--- src/rtl/ball_mover_if.sv ---
// Pixel-write channel from the ball mover to the VGA plotter.
// Handshake: plot_req high presents a pixel whose x/y/colour stay fixed until plot_ack is
// sampled high on a clock edge while plot_req is high; that edge completes the transfer.
interface ball_mover_if;
    logic       plot_req;
    logic [7:0] plot_x;
    logic [6:0] plot_y;
    logic [2:0] plot_colour;
    logic       plot_ack;

    modport master (output plot_req, plot_x, plot_y, plot_colour, input plot_ack);
    modport slave  (input plot_req, plot_x, plot_y, plot_colour, output plot_ack);
endinterface

--- src/rtl/ball_mover.sv ---
// Ball mover: per accepted frame tick, erase the ball, step it with wall/ceiling/paddle
// reflection (or respawn it on floor loss), then redraw it through the plotter handshake.
module ball_mover #(
    parameter logic [7:0] X_MAX       = 8'd159,
    parameter logic [6:0] Y_MAX       = 7'd119,
    parameter logic [7:0] X_INIT      = 8'd80,
    parameter logic [6:0] Y_INIT      = 7'd60,
    parameter logic [6:0] PADDLE_Y    = 7'd115,
    parameter logic [8:0] PADDLE_W    = 9'd16,
    parameter logic [2:0] BALL_COLOUR = 3'b111
) (
    input  logic                clk,
    input  logic                resetn,
    input  logic                tick,
    input  logic [7:0]          paddle_x,
    ball_mover_if.master        plot,
    output logic [7:0]          ball_x,
    output logic [6:0]          ball_y,
    output logic                ball_lost,
    output logic                busy,
    output logic [1:0]          state_dbg
);

    typedef enum logic [1:0] {
        IDLE   = 2'd0,
        ERASE  = 2'd1,
        UPDATE = 2'd2,
        DRAW   = 2'd3
    } state_t;

    state_t     state, state_n;
    logic       dx_neg, dy_neg, dx_neg_n, dy_neg_n;
    logic [7:0] ball_x_n;
    logic [6:0] ball_y_n;
    logic       on_paddle;
    logic       hit_floor;

    // Widened to 9 bits so a paddle near x=255 does not wrap around to cover x=0.
    assign on_paddle = ({1'b0, paddle_x} <= {1'b0, ball_x}) &&
                       ({1'b0, ball_x} <= ({1'b0, paddle_x} + PADDLE_W - 9'd1));
    assign hit_floor = !dy_neg && (ball_y == Y_MAX);

    always_ff @(posedge clk) begin
        if (!resetn) begin
            state  <= IDLE;
            ball_x <= X_INIT;
            ball_y <= Y_INIT;
            dx_neg <= 1'b0;
            dy_neg <= 1'b1;
        end else begin
            state  <= state_n;
            ball_x <= ball_x_n;
            ball_y <= ball_y_n;
            dx_neg <= dx_neg_n;
            dy_neg <= dy_neg_n;
        end
    end

    always_comb begin
        state_n          = state;
        ball_x_n         = ball_x;
        ball_y_n         = ball_y;
        dx_neg_n         = dx_neg;
        dy_neg_n         = dy_neg;
        plot.plot_req    = 1'b0;
        plot.plot_x      = 8'd0;
        plot.plot_y      = 7'd0;
        plot.plot_colour = 3'd0;
        ball_lost        = 1'b0;

        case (state)
            IDLE: begin
                if (tick) state_n = ERASE;
            end
            ERASE: begin
                plot.plot_req = 1'b1;
                plot.plot_x   = ball_x;
                plot.plot_y   = ball_y;
                if (plot.plot_ack) state_n = UPDATE;
            end
            UPDATE: begin
                state_n = DRAW;
                if (!dx_neg && ball_x == X_MAX) begin
                    dx_neg_n = 1'b1;
                    ball_x_n = X_MAX - 8'd1;
                end else if (dx_neg && ball_x == 8'd0) begin
                    dx_neg_n = 1'b0;
                    ball_x_n = 8'd1;
                end else begin
                    ball_x_n = dx_neg ? ball_x - 8'd1 : ball_x + 8'd1;
                end

                if (dy_neg && ball_y == 7'd0) begin
                    dy_neg_n = 1'b0;
                    ball_y_n = 7'd1;
                end else if (!dy_neg && ball_y == PADDLE_Y - 7'd1 && on_paddle) begin
                    dy_neg_n = 1'b1;
                    ball_y_n = ball_y - 7'd1;
                end else begin
                    ball_y_n = dy_neg ? ball_y - 7'd1 : ball_y + 7'd1;
                end

                // Floor loss respawns the ball and overrides both axis results.
                if (hit_floor) begin
                    ball_lost = 1'b1;
                    ball_x_n  = X_INIT;
                    ball_y_n  = Y_INIT;
                    dx_neg_n  = 1'b0;
                    dy_neg_n  = 1'b1;
                end
            end
            DRAW: begin
                plot.plot_req    = 1'b1;
                plot.plot_x      = ball_x;
                plot.plot_y      = ball_y;
                plot.plot_colour = BALL_COLOUR;
                if (plot.plot_ack) state_n = IDLE;
            end
            default: state_n = IDLE;
        endcase
    end

    assign busy      = (state != IDLE);
    assign state_dbg = state;

endmodule
--- src/flat_wrapper.sv ---
// flat-port wrapper written by rule: the top's interface ports become plain ports
module ball_mover_flat 
#(
    parameter logic [7:0] X_MAX       = 8'd159,
    parameter logic [6:0] Y_MAX       = 7'd119,
    parameter logic [7:0] X_INIT      = 8'd80,
    parameter logic [6:0] Y_INIT      = 7'd60,
    parameter logic [6:0] PADDLE_Y    = 7'd115,
    parameter logic [8:0] PADDLE_W    = 9'd16,
    parameter logic [2:0] BALL_COLOUR = 3'b111
)
  (clk, resetn, tick, paddle_x, ball_x, ball_y, ball_lost, busy, state_dbg, plot_plot_req, plot_plot_x, plot_plot_y, plot_plot_colour, plot_plot_ack);
  ball_mover_if plot_i ();
  input  logic clk;
  input  logic resetn;
  input  logic tick;
  input  logic [7:0] paddle_x;
  output logic [7:0] ball_x;
  output logic [6:0] ball_y;
  output logic ball_lost;
  output logic busy;
  output logic [1:0] state_dbg;
  output wire logic [$bits(plot_i.plot_req)-1:0] plot_plot_req;
  output wire logic [$bits(plot_i.plot_x)-1:0] plot_plot_x;
  output wire logic [$bits(plot_i.plot_y)-1:0] plot_plot_y;
  output wire logic [$bits(plot_i.plot_colour)-1:0] plot_plot_colour;
  input wire logic [$bits(plot_i.plot_ack)-1:0] plot_plot_ack;
  assign plot_plot_req = plot_i.plot_req;
  assign plot_plot_x = plot_i.plot_x;
  assign plot_plot_y = plot_i.plot_y;
  assign plot_plot_colour = plot_i.plot_colour;
  assign plot_i.plot_ack = plot_plot_ack;
  ball_mover #(.X_MAX(X_MAX), .Y_MAX(Y_MAX), .X_INIT(X_INIT), .Y_INIT(Y_INIT), .PADDLE_Y(PADDLE_Y), .PADDLE_W(PADDLE_W), .BALL_COLOUR(BALL_COLOUR)) u_core (.clk(clk), .resetn(resetn), .tick(tick), .paddle_x(paddle_x), .plot(plot_i), .ball_x(ball_x), .ball_y(ball_y), .ball_lost(ball_lost), .busy(busy), .state_dbg(state_dbg));
endmodule
--- config.mk ---
export PLATFORM = sky130hd
export DESIGN_NAME = ball_mover_flat
export DESIGN_NICKNAME = d
export VERILOG_FILES = /design/src/rtl/ball_mover_if.sv /design/src/rtl/ball_mover.sv /design/src/flat_wrapper.sv
export SDC_FILE = /design/constraint.sdc
export NUM_CORES = 1
export LEC_CHECK = 0
export CAP_MARGIN = 10
export CORE_ASPECT_RATIO = 2
export CORE_MARGIN = 2
export CORE_UTILIZATION = 40
export CTS_BUF_LIST = sky130_fd_sc_hd__clkbuf_2 sky130_fd_sc_hd__clkbuf_4 sky130_fd_sc_hd__clkbuf_8
export DETAILED_ROUTE_END_ITERATION = 8
export PLACE_DENSITY = 0.67
export SLEW_MARGIN = 20
export SYNTH_ARGS = -nofsm -noshare
export SYNTH_HDL_FRONTEND = slang
export SYNTH_SLANG_ARGS = --single-unit
--- constraint.sdc ---
create_clock -name clk -period 2.8 [get_ports clk]
set_input_delay 0.56 -clock clk [delete_from_list [all_inputs] [get_ports clk]]
set_output_delay 0.56 -clock clk [all_outputs]
set_load 0.005 [all_outputs]
; Word level (Yosys, flattened, before mapping)
; Index checks and enable logic that the tools add are counted.
[totals]
register_bits = 19
input_bits = 12
wordCells = 65
[classes]
addsub = 6
magnitude_cmp = 2
n_eq_ne = 9
muxes = 24
n_reduce_logical = 19
[ops]
columns = cell, count
row1 = 2-to-1 mux 8 bit, 5
row2 = 2-to-1 mux 7 bit, 5
row3 = "== test 7 bit, second input constant", 2
row4 = "adder 8 x 5 -> 9 bit, second input constant", 1
row5 = less-or-equal comparator 8 x 9 -> 1 bit, 1
row6 = 2-to-1 mux 1 bit, 9
row7 = "subtractor 9 x 1 -> 9 bit, second input constant", 1
row8 = "adder 8 x 1 -> 8 bit, second input constant", 1
row9 = "== test 8 bit, second input constant", 1
row10 = less-or-equal comparator 8 bit, 1
row11 = logical NOT 8 bit, 1
row12 = case mux 2 bit (4 select lines), 1
row13 = "subtractor 8 x 1 -> 8 bit, second input constant", 1
row14 = "adder 7 x 1 -> 7 bit, second input constant", 1
row15 = logical AND 1 bit, 7
row16 = logical NOT 7 bit, 1
row17 = "subtractor 7 x 1 -> 7 bit, second input constant", 1
row18 = 2-to-1 mux 2 bit, 3
row19 = "!= test 2 bit, second input constant", 3
row20 = nonzero test 3 bit, 2
row21 = "== test 2 bit, second input constant", 2
row22 = AND reduction 2 bit, 2
row23 = 2-to-1 mux 3 bit, 1
row24 = AND reduction 3 bit, 1
row25 = other kinds (5), 6

; Longest topological paths before layout
[logic_depth]
depth_word = 8
depth_mapped = 13

; Least setup slack after synthesis
; OpenSTA, ideal clock, no wires.
[synth_path]
path_type = input to register
from = input paddle_x[1]
to = register u_core.ball_y[5]
setup_ps = 120
arrival_ps = 2759
required_time_ps = 2680
slack_ps = -78
path_stages = 10
n_path_buf = 0
path_cell_list = o41ai_1 xor2_1 ha_1 nand4_1 a21oi_1 nor4_1 o22a_2 nand2_4 o311a_1 a211o_1
[synth_between]
elab_chain_len = 8
word_cells_on_any_way = 9
classes_between = add/sub: 2 / order compare: 2 / mux: 3 / reduce/logical: 2
[synth_rtl]
columns = element, line
row1 = start: declaration, flat_wrapper.sv:17  ; input logic [7:0] paddle_x;
row2 = adder 8 x 5 -> 9 bit, ball_mover.sv:40  ; ({1'b0, ball_x} <= ({1'b0, paddle_x} + PADDLE_W - 9'd1));
row3 = subtractor 9 x 1 -> 9 bit, ball_mover.sv:40
row4 = less-or-equal comparator 8 x 9 -> 1 bit, ball_mover.sv:40
row5 = logical AND 1 bit *, ball_mover.sv:39  ; assign on_paddle = ({1'b0, paddle_x} <= {1'b0, ball_x}) &&
row6 = logical AND 1 bit *, ball_mover.sv:96  ; end else if (!dy_neg && ball_y == PADDLE_Y - 7'd1 && on_paddle) begin
row7 = 2-to-1 mux 7 bit *, ball_mover.sv:96
row8 = 2-to-1 mux 7 bit *, ball_mover.sv:93  ; if (dy_neg && ball_y == 7'd0) begin
row9 = 2-to-1 mux 7 bit *, ball_mover.sv:104  ; if (hit_floor) begin
row10 = end signal: assignment, ball_mover.sv:53  ; ball_y <= ball_y_n;
row11 = end: declaration, ball_mover.sv:18  ; output logic [6:0] ball_y,
; Mark *: on every way between the ends. The rest lies on a longest branch, timed or not.
; A chain may end at the register's enable or synchronous reset.

; Final worst setup path
; Ends and elaborated chain as after synthesis.

==> flow_summary.json <==
{
  "worst_endpoint_required_time_ns": 2.95,
  "boundary_pin_count": 50,
  "timing.final.setup_violations": 0,
  "drtPass1Iterations": 4,
  "place.port_buffers": 49,
  "place.gp.congestion": 0.876,
  "post_synth_inst_count": 265,
  "hold_buffers": 0,
  "clock_latency_reported_for_the_late_side_of_the_worst_skew_pair_ns": 0.27,
  "nature_of_the_critical_path_endpoint": "register",
  "ys_seq_elements": 19,
  "cp-start-kind": "primary input",
  "cts_inserted_buffers": 3,
  "grt_setup_unrepaired": "true",
  "vias_per_cell": 5.70,
  "start_util_pct": 41.8,
  "routed-via-count": 2206,
  "cts_tree": "done",
  "antenna_found_initial": 0,
  "grt_start_max_net_pins": 16,
  "timing.reg2reg.worst_path_depth": 8,
  "synth_top_area_share_pct": 18.9,
  "final_net_count": 375,
  "synth_xor_xnor_area_share_pct": 5.12,
  "post_synth_instance_area_um2": 2050,
  "critical_path.reg2reg.startpoint": "u_core.ball_x[7]$_SDFFE_PN0P_",
  "hold_slack_ns": 0.601,
  "synth_commonest_cells": "40 x sky130_fd_sc_hd__nor2_1, 31 x sky130_fd_sc_hd__ha_1, 21 x sky130_fd_sc_hd__inv_1",
  "detail-route-antenna-nets": 0,
  "regArea_um2": 380,
  "worst_voltage_drop_across_the_vdd_grid_mv": 0.455,
  "cap_viol_max_count": 0,
  "synth_flop_cell": "sky130_fd_sc_hd__dfxtp_1",
  "reg2reg_setup_slack_ns": 0.35,
  "timing.final.crit_period_ns": 2.70,
  "post_synth_adder_cell_area_pct": 19.9,
  "yosys.cell_types.count": 58,
  "worst_pin_slew_ns": 0.967,
  "layout.core_utilization_pct": 57.1,
  "share_of_final_layout_standard_cells_stronger_than_drive_strength_1_pct": 14.8,
  "crit_path_max_fanout": 4,
  "timing.final.crit_share_pct": 96.5,
  "final_hpwl_from_detailed_placement_um": 5240,
  "final_max_slew_viol_count": 0,
  "areaGrowthSynthToFinish_pct": 36.6,
  "clock-skew-final_ns": 0.0102,
  "synthSimpleGateAreaFrac_pct": 28.0,
  "multi_input_area_um2": 1600,
  "dominant_combinational_cell_family_by_area_after_synthesis": "simple AND/OR/NAND/NOR gates",
  "first_iter_violations": 69,
  "fp-row-count": 36,
  "relSlewSlack_pct": 34.9,
  "die_height_um": 105,
  "count_of_filler_cells_inserted_in_the_layout": 484,
  "number_of_flops_mapped_to_enable_cells_by_yosys": 0,
  "synth_compound_gate_area_share_pct": 20.5,
  "syn_nets": 309,
  "synth.most_common_cell": "sky130_fd_sc_hd__nor2_1",
  "path_clk_slew_ns": 0.09,
  "critical_path_class": "primary input to register",
  "detail_route.wirelength_um": 6520,
  "multiplexer_area_fraction_after_synthesis_pct": 1.46,
  "grt_first_pass_wirelength_um": 10300,
  "tritoncts_num_sinks": 19,
  "timing.critical_path.to": "u_core.ball_y[5]$_SDFFE_PN1P_",
  "detail_route.wl_per_cell_um": 16.8,
  "syn_avg_cell_area_um2": 7.75,
  "async_flop_share_pct": 0,
  "remaining_drc_errors": 0,
  "finalHoldViolCount": 0,
  "die_w_um": 54.7,
  "outcome": "finished, final reports clean",
  "yosys-top-cells-area": "sky130_fd_sc_hd__ha_1 19%, sky130_fd_sc_hd__dfxtp_1 19%, sky130_fd_sc_hd__nor2_1 7.3%, sky130_fd_sc_hd__a21oi_1 4.4%, sky130_fd_sc_hd__inv_1 3.8%",
  "min-delay-path-class": "register to register",
  "worst_setup_path_startpoint": "paddle_x[1]",
  "grt_usage_pct": 24.0,
  "num_antenna_cells": 0,
  "grt-ovfl-total": 0,
  "cts-htree-levels": 1,
  "synth.largest_area_cell": "sky130_fd_sc_hd__ha_1",
  "yosys_warnings": 0,
  "max-clock-path-buffers": 2,
  "power_density_nw_per_um2": 546,
  "worstPathArrival_ns": 2.86,
  "rr_endpoint": "u_core.ball_y[5]$_SDFFE_PN1P_",
  "ctsRootBufferMaster": "sky130_fd_sc_hd__clkbuf_8",
  "power.total_mw": 1.53,
  "power.static_leakage_nw": 1.18,
  "grt_pass1_vias": 2140,
  "fmaxAchievable_mhz": 370,
  "die_area_um2": 5760,
  "core_um2": 4910,
  "synth.yosys.seq_area_share_pct": 18.5
}
## worst min-delay path by stage
stage | startpoint | to | cells past startpoint
after floorplan | u_core.ball_y[1]$_SDFFE_PN0P_ | u_core.ball_y[1]$_SDFFE_PN0P_ | 2
after global placement | u_core.ball_x[7]$_SDFFE_PN0P_ | u_core.ball_x[7]$_SDFFE_PN0P_ | 2
after detailed placement | u_core.ball_y[1]$_SDFFE_PN0P_ | u_core.ball_y[1]$_SDFFE_PN0P_ | 2
after CTS | u_core.ball_x[7]$_SDFFE_PN0P_ | u_core.ball_x[7]$_SDFFE_PN0P_ | 2
after global routing | u_core.ball_x[7]$_SDFFE_PN0P_ | u_core.ball_x[7]$_SDFFE_PN0P_ | 2
final | u_core.ball_y[1]$_SDFFE_PN0P_ | u_core.ball_y[1]$_SDFFE_PN0P_ | 2
## critical path, stage by stage
cell	delay (ns)
sky130_fd_sc_hd__buf_4	0.13
sky130_fd_sc_hd__inv_1	0.09
sky130_fd_sc_hd__ha_4	0.16
sky130_fd_sc_hd__nand2_2	0.06
sky130_fd_sc_hd__nand3_1	0.10
sky130_fd_sc_hd__xor2_1	0.16
sky130_fd_sc_hd__ha_1	0.26
sky130_fd_sc_hd__nand4_1	0.13
sky130_fd_sc_hd__a21oi_1	0.06
sky130_fd_sc_hd__nor4_2	0.25
sky130_fd_sc_hd__o22a_2	0.24
sky130_fd_sc_hd__nand2_4	0.07
sky130_fd_sc_hd__o311a_1	0.33
sky130_fd_sc_hd__a211o_1	0.26
## registers in the layout, summed over array words and instances (netlist names)
register,flops
u_core.ball_y,7
u_core.ball_x,8
u_core.state_dbg,2
u_core.dx_neg,1
u_core.dy_neg,1
## layout by cell type, fill, tap and decap left out, drive strengths merged, types with 2 or more instances in the layout
cell and n:
a211o 4, a211oi 4, a21o 4, a21oi 18, and2 4, and3 4, buf 24, clkbuf 3
clkdlybuf4s50 42, dfxtp 19, dlygate4sd2 2, ha 31, inv 21, mux2i 3, nand2 15, nand2b 2
nand3 8, nand3b 3, nand4 7, nand4b 3, nor2 40, nor3 8, nor4 3, nor4b 3
o211ai 3, o21ai 7, o21bai 3, o221a 2, o221ai 2, o22a 2, or3 3, or4 2
xnor2 8, xor2 4
## where the power goes
group	switching [mW]	internal [mW]
clock	0.109	0.101
combinational	0.433	0.475
sequential	0.0953	0.319
## per-stage QoR
step                setup WS, ns  area, µm²  TNS, ns  std cells
finish                    0.0987       2810        0        387
global route             -0.0492       2810  -0.0608        387
CTS                       0.0169       2800        0        387
detailed placement        -0.725       2750    -4.33        383
floorplan                0.00586       2090        0        265
global placement          -0.675       2750    -3.97        383
## layout make-up
cell class / count / area share (%)
multi-input cells: 216 / 56.9
repair buffers: 69 / 22.3
flip-flops and latches: 19 / 13.6
inverters: 22 / 2.94
well taps: 57 / 2.54
clock buffers: 3 / 1.47
clock inverters: 1 / 0.268
## metal layers
layer	track usage, %	vias up	part of all wire (%)	routed length, µm
met5	0	-	0	0
met4	9.64	0	3.4	219
met3	1.98	17	3.0	193
met2	45.5	61	58	3790
met1	24.3	1035	35	2310
li1	-	1093	-	-
## what timing repair did
action,4_1_cts,5_1_grt
resized for setup,22,10
setup endpoints to repair,7,6
setup buffers,0,0
pin swaps,11,9
## kinds of logic after synthesis
group                    after synthesis
XOR/XNOR                              12
flip-flops                            19
multiplexers                           3
buffers and inverters                 30
AO/OA/AOI/OAI                         60
adder cells (fa/ha/maj)               32
AND/OR/NAND/NOR                      109
Power figures use the tool's default switching activity.
